## config.mk

```make
export PLATFORM = sky130hd
export DESIGN_NAME = updown_counter_mod_flat
export DESIGN_NICKNAME = d
export VERILOG_FILES = /design/src/rtl/counter_pkg.sv /design/src/rtl/updown_counter_mod_if.sv /design/src/rtl/count_prescaler.sv /design/src/rtl/updown_counter_mod.sv /design/src/flat_wrapper.sv
export SDC_FILE = /design/constraint.sdc
export NUM_CORES = 1
export LEC_CHECK = 0
export CAP_MARGIN = 0
export CORE_AREA = 2 2 39 41
export CTS_BUF_LIST = sky130_fd_sc_hd__clkbuf_4
export CTS_CLUSTER_DIAMETER = 40
export CTS_CLUSTER_SIZE = 24
export DETAILED_ROUTE_END_ITERATION = 12
export DIE_AREA = 0 0 41 43
export PLACE_DENSITY = 0.65
export SETUP_SLACK_MARGIN = 0.3
export SYNTH_ARGS = -nofsm -noshare
export SYNTH_HDL_FRONTEND = slang
export SYNTH_SLANG_ARGS = --single-unit
```

## constraint.sdc

```tcl
create_clock -name CLK -period 2.35 [get_ports CLK]
set_input_delay 0.5875 -clock CLK [delete_from_list [all_inputs] [get_ports CLK]]
set_output_delay 0.5875 -clock CLK [all_outputs]
set_load 0.005 [all_outputs]
```

## src/rtl/counter_pkg.sv

```systemverilog
// Shared definitions for the sequential-counter family:
// mode constants, sizing helper and parameter legality check.
package counter_pkg;

    localparam bit CNT_WRAP = 1'b0;
    localparam bit CNT_SAT  = 1'b1;

    // Ceiling log2, never below 1 so a register always has a bit.
    function automatic int clog2(input longint v);
        int r;
        longint x;
        r = 0;
        x = v - 1;
        while (x > 0) begin
            r++;
            x = x >>> 1;
        end
        return (r < 1) ? 1 : r;
    endfunction

    function automatic bit params_ok(
        input int     width,
        input longint modulus,
        input longint prescale
    );
        return (width >= 1) && (width <= 32) &&
               (modulus >= 2) &&
               (modulus <= (longint'(1) << width)) &&
               (prescale >= 1) && (prescale <= 65536);
    endfunction

endpackage

```

## src/rtl/updown_counter_mod_if.sv

```systemverilog
// Control/status bundle of the up/down counter.
// master drives the controls, slave is the counter.
interface updown_counter_mod_if #(
    parameter int WIDTH = 4
);
    logic             En;
    logic             UD;
    logic             Load;
    logic [WIDTH-1:0] LoadVal;
    logic [WIDTH-1:0] Count;
    logic             Carry;
    logic             Borrow;

    modport master (
        output En, UD, Load, LoadVal,
        input  Count, Carry, Borrow
    );

    modport slave (
        input  En, UD, Load, LoadVal,
        output Count, Carry, Borrow
    );
endinterface

```

## src/rtl/count_prescaler.sv

```systemverilog
// Modulo-PRESCALE enable divider; Tick is combinational.
// With PRESCALE=1 the register is constant 0 and Tick=En.
module count_prescaler
    import counter_pkg::*;
#(
    parameter int PRESCALE = 1
) (
    input  logic CLK,
    input  logic Clear,
    input  logic En,
    input  logic Restart,
    output logic Tick
);
    localparam int PW = clog2(longint'(PRESCALE));
    localparam logic [PW-1:0] LAST = PW'(PRESCALE - 1);

    logic [PW-1:0] cnt;

    always_ff @(posedge CLK) begin
        if (Clear || Restart) begin
            cnt <= '0;
        end else if (En) begin
            cnt <= (cnt == LAST) ? '0 : cnt + PW'(1);
        end
    end

    assign Tick = En && (cnt == LAST);

endmodule

```

## src/rtl/updown_counter_mod.sv

```systemverilog
// Parametrised up/down counter with modulus, wrap/saturate,
// parallel load, prescaled enable and registered carry/borrow.
module updown_counter_mod
    import counter_pkg::*;
#(
    parameter int     WIDTH    = 4,
    parameter longint MODULUS  = 16,
    parameter bit     SATURATE = CNT_WRAP,
    parameter int     PRESCALE = 1
) (
    input  logic                  CLK,
    input  logic                  Clear,
    updown_counter_mod_if.slave   bus
);
    if (!params_ok(WIDTH, MODULUS, longint'(PRESCALE))) begin : g_bad
        $error("updown_counter_mod: illegal parameters");
    end

    localparam logic [WIDTH-1:0] TOP = WIDTH'(MODULUS - 1);

    logic             tick;
    logic [WIDTH-1:0] count_q;
    logic [WIDTH-1:0] count_d;
    logic             carry_q;
    logic             carry_d;
    logic             borrow_q;
    logic             borrow_d;
    logic             at_top;
    logic             at_zero;
    logic [WIDTH-1:0] load_v;

    count_prescaler #(
        .PRESCALE (PRESCALE)
    ) u_pre (
        .CLK     (CLK),
        .Clear   (Clear),
        .En      (bus.En),
        .Restart (bus.Load),
        .Tick    (tick)
    );

    assign at_top  = (count_q == TOP);
    assign at_zero = (count_q == '0);
    assign load_v  = (bus.LoadVal > TOP) ? TOP : bus.LoadVal;

    always_comb begin
        count_d  = count_q;
        carry_d  = 1'b0;
        borrow_d = 1'b0;
        unique case (1'b1)
            (tick && bus.UD && at_top): begin
                carry_d = 1'b1;
                count_d = (SATURATE == CNT_SAT) ? TOP : '0;
            end
            (tick && bus.UD && !at_top): begin
                count_d = count_q + WIDTH'(1);
            end
            (tick && !bus.UD && at_zero): begin
                borrow_d = 1'b1;
                count_d  = (SATURATE == CNT_SAT) ? '0 : TOP;
            end
            (tick && !bus.UD && !at_zero): begin
                count_d = count_q - WIDTH'(1);
            end
            default: ;
        endcase
    end

    always_ff @(posedge CLK) begin
        if (Clear) begin
            count_q  <= '0;
            carry_q  <= 1'b0;
            borrow_q <= 1'b0;
        end else if (bus.Load) begin
            count_q  <= load_v;
            carry_q  <= 1'b0;
            borrow_q <= 1'b0;
        end else begin
            count_q  <= count_d;
            carry_q  <= carry_d;
            borrow_q <= borrow_d;
        end
    end

    assign bus.Count  = count_q;
    assign bus.Carry  = carry_q;
    assign bus.Borrow = borrow_q;

endmodule
```

## src/flat_wrapper.sv

```systemverilog
// flat-port wrapper written by rule: the top's interface ports become plain ports
module updown_counter_mod_flat import counter_pkg::*;
#(
    parameter int     WIDTH    = 4,
    parameter longint MODULUS  = 16,
    parameter bit     SATURATE = CNT_WRAP,
    parameter int     PRESCALE = 1
)
  (CLK, Clear, bus_En, bus_UD, bus_Load, bus_LoadVal, bus_Count, bus_Carry, bus_Borrow);
  updown_counter_mod_if #(.WIDTH(WIDTH)) bus_i ();
  input  logic CLK;
  input  logic Clear;
  input wire logic [$bits(bus_i.En)-1:0] bus_En;
  input wire logic [$bits(bus_i.UD)-1:0] bus_UD;
  input wire logic [$bits(bus_i.Load)-1:0] bus_Load;
  input wire logic [$bits(bus_i.LoadVal)-1:0] bus_LoadVal;
  output wire logic [$bits(bus_i.Count)-1:0] bus_Count;
  output wire logic [$bits(bus_i.Carry)-1:0] bus_Carry;
  output wire logic [$bits(bus_i.Borrow)-1:0] bus_Borrow;
  assign bus_i.En = bus_En;
  assign bus_i.UD = bus_UD;
  assign bus_i.Load = bus_Load;
  assign bus_i.LoadVal = bus_LoadVal;
  assign bus_Count = bus_i.Count;
  assign bus_Carry = bus_i.Carry;
  assign bus_Borrow = bus_i.Borrow;
  updown_counter_mod #(.WIDTH(WIDTH), .MODULUS(MODULUS), .SATURATE(SATURATE), .PRESCALE(PRESCALE)) u_core (.CLK(CLK), .Clear(Clear), .bus(bus_i));
endmodule
```

* After elaboration in Yosys (flattened, before gate mapping) *
Index checks and enable logic that the tools add are counted.

operators by class
  add/subtract/negate cells = 3
  $lt $le $gt $ge = 1
  eq/ne operators = 1
  muxes and demuxes = 6
  bitwise gates (word level) = 1
  reductions and logical operators = 14

operator list
  kind                   count
  $pmux W4 S4            1
  $mux W4                2
  $logic_and A1 B1 Y1    7
  $reduce_bool A5 Y1     1
  $add A4 B1 Y4 const B  1
  $eq A4 B4 Y1 const B   1
  $gt A4 B4 Y1 const B   1
  $logic_not A4 Y1       1
  $sub A4 B1 Y4 const B  1
  $logic_not A1 Y1       3
  $mux W1                3
  $reduce_or A2 Y1       1
  $add A1 B1 Y1 const B  1
  $logic_or A1 B1 Y1     1
  $not A1 Y1             1

word-level totals
  bits in registers = 7
  input bits = 9
  output and inout bits = 6
  word-level logic and storage cells = 30

* Depth between registers and ports, before layout *
  depth after elaboration = 6
  depth in mapped cells = 9

* Hierarchy *
From an unflattened synthesis, not the netlist that was laid out.

second synthesis, totals
  cell total of the unflattened synthesis = 49
  area total of the unflattened synthesis = 365.4 µm²

modules (own cells, without submodules)
  module              instances  cells an instance  area each (µm²)  sequential area each (µm²)
  updown_counter_mod  1          48                 357.8            120.1
  count_prescaler     1          1                  7.5              0.0

* Worst setup path before layout *
No wires, ideal clock.

  path kind = input to register
  from = in bus_En
  to = reg u_core.count_q[2], in the netlist u_core.bus.Count[2]
  data arrival time = 1.801 ns
  required time = 2.272 ns
  setup slack = 0.471 ns
  stages on the path = 9
  buffers on the path = 1
  path through = buf_6 > or2b_1 > nor2_1 > xor2_1 > ha_1 > a21oi_1 > xnor2_1 > a21oi_1 > nor3_1

on the way
  word-level cells in the longest chain between the ends = 5
  elaborated cells between the ends (all ways) = 10

RTL lines
  what                                                        RTL line                  RTL
  from (decl)                                                 flat_wrapper.sv:13        input wire logic [$bits(bus_i.En)-1:0] bus_En;
  $logic_and A1 B1 Y1 *                                       count_prescaler.sv:27     assign Tick = En && (cnt == LAST);
  $logic_and A1 B1 Y1, on equally long branches (2 in a row)  --
  $pmux W4 S4                                                 updown_counter_mod.sv:50  unique case (1'b1)
  $mux W4                                                     updown_counter_mod.sv:74  end else if (bus.Load) begin
  to (signal assigned)                                        updown_counter_mod.sv:75  count_q <= load_v;
  to (signal assigned)                                        updown_counter_mod.sv:79  count_q <= count_d;
  to (decl)                                                   updown_counter_mod.sv:22  logic [WIDTH-1:0] count_q;

Mark *: on every way between the ends. The rest lies on a longest branch, timed or not.
A chain may end at the register's enable or synchronous reset.

* Worst setup path in the final report *
  from = reg u_core.count_q[1], in the netlist u_core.bus.Count[1]
  to = out bus_Count[1]

RTL lines
  what       RTL line            RTL
  to (decl)  flat_wrapper.sv:17  output wire logic [$bits(bus_i.Count)-1:0] bus_Count;

No word-level cell between the ends.

==> impl_metrics.yaml <==
setup_path:
  crit_required_ns: 1.76
  path_cells: "clkdlybuf4s50_1"
  slowest_delay_ns: 0.56
  path_max_fanout: 8
  worstSetupStartpointType: "register"
  crit_family: "buffers and inverters"
  arrival_ns: 1.29
  critPathKind: "register to output port"
  cp-end-kind: "output port"
  cp_num_buf_inv: 1
  cp_slowest_cell: "clkdlybuf4s50_1"
logic_synthesis:
  synth-edff-count: 0
  synth.avg_cell_area_sq_um: 7.81
  ys_types: 25
  async_flop_share_pct: 0
  postSynthCellCount: 53
  netlist_area_sq_um: 414
  seq_area_frac_synth_pct: 29.0
  yosysTopAreaCellShare_pct: 29.0
  synth.most_common_cell: "nor2_1"
  ys_ff_latch: 6
  synth_nets: 64
  ys.flop_type: "dfxtp_1"
  yosysTopAreaCell: "dfxtp_1"
  yosys-top-cells-area: "dfxtp_1, a21oi_1, nor3_1"
  yosys_warnings: 0
  synth_commonest_cells: "nor2_1, a21oi_1, dfxtp_1, nor3_1, nand2_1"
detailed_routing:
  drc_errors: 0
  ant_nets: 0
  via_per_inst: 4.83
  num_vias: 420
  drt_first_iter_violations: 11
  wl_per_cell_microns: 10.9
  drt_first_pass_iters: 2
  drt_wl_total_microns: 946
timing:
  rsz0062_at_grt: "no"
  min_period_ns: 1.88
  fin_crit_sh_pct: 80.1
  setup-tns-final_ns: 0
  fin_skew_ns: 0.00646
  max_freq_mhz: 531
  hold_violations: 0
  max_slew.worst_pin.slew_ns: 0.378
  slew_headroom_pct: 74.6
  finalSetupViolCount: 0
  hold_ws_ns: 0.625
  maxSlewViolCount: 0
clocking:
  clk_path_buf_depth: 2
  cts_sinks: 6
  cts_buffers: 3
  worst_skew_pair.late_latency_ns: 0.25
  cts_max_level: 1
  holdBufCountCts: 0
  clk_pin_slew_ns: 0.05
  cts_tree: "done"
  root_buffer: "clkbuf_4"
place:
  hpwl_microns: 695
  gp_congestion: 0.822
  place_inst: 83
  place.port_buffers: 14
pwr:
  p_per_area_nw_per_um2: 502
  power.share.clock_pct: 31.7
  cellLeakagePower_nw: 0.258
  sequentialPowerShare_pct: 39.2
  p_total_mw: 0.309
  pwr-share-comb_pct: 29.2
  p_switching_mw: 0.0895
  ir_worst_vdd_mv: 0.415
  p_sw_share_pct: 28.9
  cell_internal_pwr_mw: 0.220
worst_hold_path:
  hold_class: "register to register"
grt:
  grt_pass1_vias: 375
  antenna_found_initial: 0
  overflow: 0
  gr-usage-all-layers_pct: 13.3
  grt_max_degree: 11
  grt_pass1_wl_microns: 1590
floorplanning:
  die_h_microns: 43
  num_rows: 14
  ios: 15
  die_area_sq_um: 1760
  core-area_sq_um: 1380
  initial_core_util_pct: 29.9
  die_w_microns: 41
layout:
  area_delta_synth_final_pct: 48.9
  drive_gt1_share_pct: 19.7
  fin_util_pct: 44.6
  fin_nets: 84
  fillers: 140
  stdcell_count: 87
  antennaDiodeCount: 0
job:
  cap_violations: 0
status:
  outcome: "completed"
stage by stage:
| step | setup WS, ns | cell area, sq um |
|---|---|---|
| after CTS | 0.300 | 602 |
| final | 0.468 | 617 |
| after detailed placement | 0.00798 | 577 |
| after floorplan | 0.471 | 414 |
| after global placement | 0.0321 | 577 |
| after global routing | 0.390 | 617 |
power by group through the flow:
stage / registers (mW) / clock network (mW) / logic (mW)
floorplan: 0.119 / 0 / 0.0542
global placement: 0.123 / 0 / 0.0864
detailed placement: 0.123 / 0 / 0.0872
CTS: 0.122 / 0.103 / 0.0885
global route: 0.123 / 0.108 / 0.101
finish: 0.121 / 0.0981 / 0.0902
registers in the layout (all words and copies together), names as in the netlist:
register	count
u_core.bus.Count	4
u_core.bus.Borrow	1
u_core.bus.Carry	1
logic make-up (layout without fill, tap and decap cells):
| family | Yosys count | count (layout) | share of synthesized area [%] |
|---|---|---|---|
| buffers and inverters | 3 | 21 | 4.83 |
| DFF | 6 | 6 | 29.0 |
| AOI/OAI and AO/OA | 10 | 10 | 13.3 |
| xor gates and xnor gates | 4 | 4 | 8.46 |
| and+or+nand+nor | 27 | 27 | 35.7 |
| adders and majority gates | 3 | 3 | 8.76 |
path summary, 6_finish.rpt:
path / startpoint / endpoint / slack (ns) / cells after the start
setup / recovery: u_core.bus.Count[1] / bus_Count[1] / 0.47 / 1
hold reg to reg: u_core.bus.Count[2] / u_core.bus.Carry / 0.63 / 2
setup reg to reg: u_core.bus.Count[0] / u_core.bus.Count[3] / 0.51 / 7
hold / removal: u_core.bus.Count[2] / u_core.bus.Carry / 0.63 / 2
worst register-to-register path: stages, from the launching register on:
cell     delay, ns
dfxtp_1       0.38
nor4_2        0.44
nor2_2        0.08
buf_4         0.14
ha_1          0.31
a21oi_2       0.15
xnor2_1       0.13
o21ai_1       0.08
layout make-up:
| type | instances | area, sq um | share of cell area [%] |
|---|---|---|---|
| Multi-Input combinational cell | 44 | 279 | 45.2 |
| Timing Repair Buffer | 18 | 175 | 28.4 |
| Sequential cell | 6 | 120 | 19.5 |
| Clock buffer | 3 | 22.5 | 3.65 |
| Tap cell | 16 | 20.0 | 3.25 |
routing by layer:
metal / share of wire, % / wire (microns) / track usage [%] / vias to the layer above
met5: 0 / 0 / 0 / -
met4: 0 / 0 / 0 / 0
met3: 7.2 / 68 / 9.42 / 0
met2: 46 / 431 / 18.8 / 14
met1: 47 / 446 / 17.4 / 186
li1: - / - / - / 220
repair_timing:
action	in CTS	in global routing
setup endpoints to repair	1	1
pin swaps	0	4
buffers inserted	0	1
gates resized for setup	1	3
cells in the final DEF (no fill, tap or decap):
cell type and instances:
nor4_2 1, a21oi_2 1, o22ai_1 1, ha_1 1, o21ai_0 1, nand3b_1 1, or2b_1 1, o21ai_1 1
clkdlybuf4s50_1 12, and3_2 1, xor2_1 1, nor2b_1 1, dfxtp_1 6, xnor2_1 3, nand2b_1 1, nand2_1 5
maj3_2 1, clkbuf_4 3, nand3_1 1, dlymetal6s2s_1 2, nor2_1 6, ha_2 1, buf_4 4, and3_1 1
nor3_1 6, nor2_2 1, a21oi_1 6, nor2b_4 1
(Power assumes the default switching activity.)
==> variant, RTL diff (config.mk and constraints unchanged) <==
`WIDTH` is set to 4 in 3 places; all go to 5.
--- a/src/rtl/updown_counter_mod_if.sv
+++ b/src/rtl/updown_counter_mod_if.sv
@@ -3,3 +3,3 @@
 interface updown_counter_mod_if #(
-    parameter int WIDTH = 4
+    parameter int WIDTH = 5
 );
--- a/src/rtl/updown_counter_mod.sv
+++ b/src/rtl/updown_counter_mod.sv
@@ -5,3 +5,3 @@
 #(
-    parameter int     WIDTH    = 4,
+    parameter int     WIDTH    = 5,
     parameter longint MODULUS  = 16,
--- a/src/flat_wrapper.sv
+++ b/src/flat_wrapper.sv
@@ -3,3 +3,3 @@
 #(
-    parameter int     WIDTH    = 4,
+    parameter int     WIDTH    = 5,
     parameter longint MODULUS  = 16,
Ports: changed (resized bus_Count and bus_LoadVal); port bits go from 15 to 17. The function was not compared with the original's and may differ.
==> variant against the original RTL <==
- combinational power grew 90%
- global-route usage grew 9.9 points
- total power is 43% higher
- non-clock buffer count increased by 11
- sequential cell count rose by 1
- sequential share of layout area decreased by 3.1 points
- clock skew is 2.8 ps lower
- design area increased by 42%
- register-to-register slack worse by 250 ps
- hold slack improved by 15 ps
- worst setup slack worse by 210 ps
- largest power group is now combinational cells
- die area unchanged
- area after synthesis grew 33%
- routed wire length rose by 62%
==> variant: results (changes against the original RTL) <==
Hold path:
- For hold timing, the worst endpoint is u_core.bus.Count[4]$_SDFFE_PP0P_.
- The worst min-delay path startpoint is u_core.bus.Count[4]$_SDFFE_PP0P_.

Drt:
- The via density per instance is 5.61 (+16%).
- The vias after detailed routing came to 662 (+58%).
- The number of optimization iterations in the first detailed-route pass is 4 (+2).
- The initial DRC count is 18 (+7).

Layout:
- The share of cells above drive strength 1 is 28.4% (+8.7 points).
- The number of nets in the layout is 114 (+36%).
- The number of flip-flops in the largest register is 5 (+1).

Synthesis:
- By area the synthesized netlist is led by sky130_fd_sc_hd__dfxtp_1 (26%), sky130_fd_sc_hd__nor2_1 (6.2%), sky130_fd_sc_hd__nor3_1 (5.5%), sky130_fd_sc_hd__nand2_1 (4.1%), sky130_fd_sc_hd__or4_1 (4.1%).
- By count the netlist is led by sky130_fd_sc_hd__nor2_1 (9), sky130_fd_sc_hd__dfxtp_1 (7), sky130_fd_sc_hd__nand2_1 (6), sky130_fd_sc_hd__nor3_1 (6), sky130_fd_sc_hd__a21oi_1 (4).
- The post-synthesis share of cell area spent on xor and xnor gates was 3.19% (-5.3 points).
- The adder-cell area share of the yosys netlist is 2.28% (-6.5 points).
- The sequential area share after synthesis is 25.5% (-3.5 points).
- The synthesized netlist net count is 86 (+34%).
- The number of distinct library cells after synthesis is 35 (+40%).
- The post-synthesis instance total is 75 (+42%).

STA:
- The setup clock skew after layout is 3.66 ps (-2.80 ps).
- The final worst-path setup slack is 259 ps (-209 ps).
- The tightest slew margin relative to the limit is 79.7% (+5.1 points).

Pwr:
- The power in combinational cells is 0.171 mW (+90%).
- The total leakage power is 0.350 nW (+36%).
- The total power is 0.442 mW (+43%).
- The maximum VDD drop is 0.000308 V (-26%).
- The switching share of total power is 31.8% (+2.9 points).
- The register share of total power was 32.9% (-6.3 points).

Global route:
- The number of global-route vias before repair is 609 (+62%).
- The pin count of the biggest net entering global routing is 13 (+2).
- The wire length of the first global-routing pass is 2720 um (+71%).

Setup path:
- On the critical path, the stage with the largest delay is an instance of sky130_fd_sc_hd__or4_4.
- The critical path is of the reg2reg type.
- The worst register-to-register path ends at u_core.bus.Count[2]$_SDFFE_PP0P_.
- The delay of the slowest critical-path stage is 500 ps (-60 ps).
- The worst path arrival time was 2240 ps (+950 ps).

Placed design:
- The final weighted congestion in routability-driven placement is 0.783 (-4.8%).
- The worst setup slack before clock tree synthesis came to -240 ps (-248 ps).
- The count of buffers from port buffering is 16 (+2).
- The estimated wirelength of the detail-placed design is 1160 um (+68%).
- The placement-stage cell area came to 828 um2 (+44%).

Run status:
- The run finished with clean final reports.
[variant: area by class of cell]
cell class,instances,area (um2)
Clock buffer,4,30.0
Fill cell,123,510
Inverter,1,3.75
Multi-Input combinational cell,61,422
Sequential cell,7,143
Tap cell,16,20.0
Timing Repair Buffer,29,255
[variant: metal layers]
metal  routed length [um]  vias up  GRT usage (%)
met2                  719       29           32.8
li1                     -      334              -
met5                    0        -              0
met3                   98        5           5.24
met1                  677      294           31.4
met4                   42        0           12.0
[variant: repair_timing]
item | CTS | global route
resized for setup | 3 | 2
endpoints found under the setup margin | 2 | 2
setup buffers | 1 | 0
pin swaps | 4 | 0
[variant: worst max-delay path, delay by kind of cell, from the launching register on]
| family | cells | cell delay, ps |
|---|---|---|
| AOI/OAI and AO/OA | 3 | 480 |
| adders and majority gates | 1 | 160 |
| DFF | 1 | 340 |
| and+or+nand+nor | 4 | 1000 |
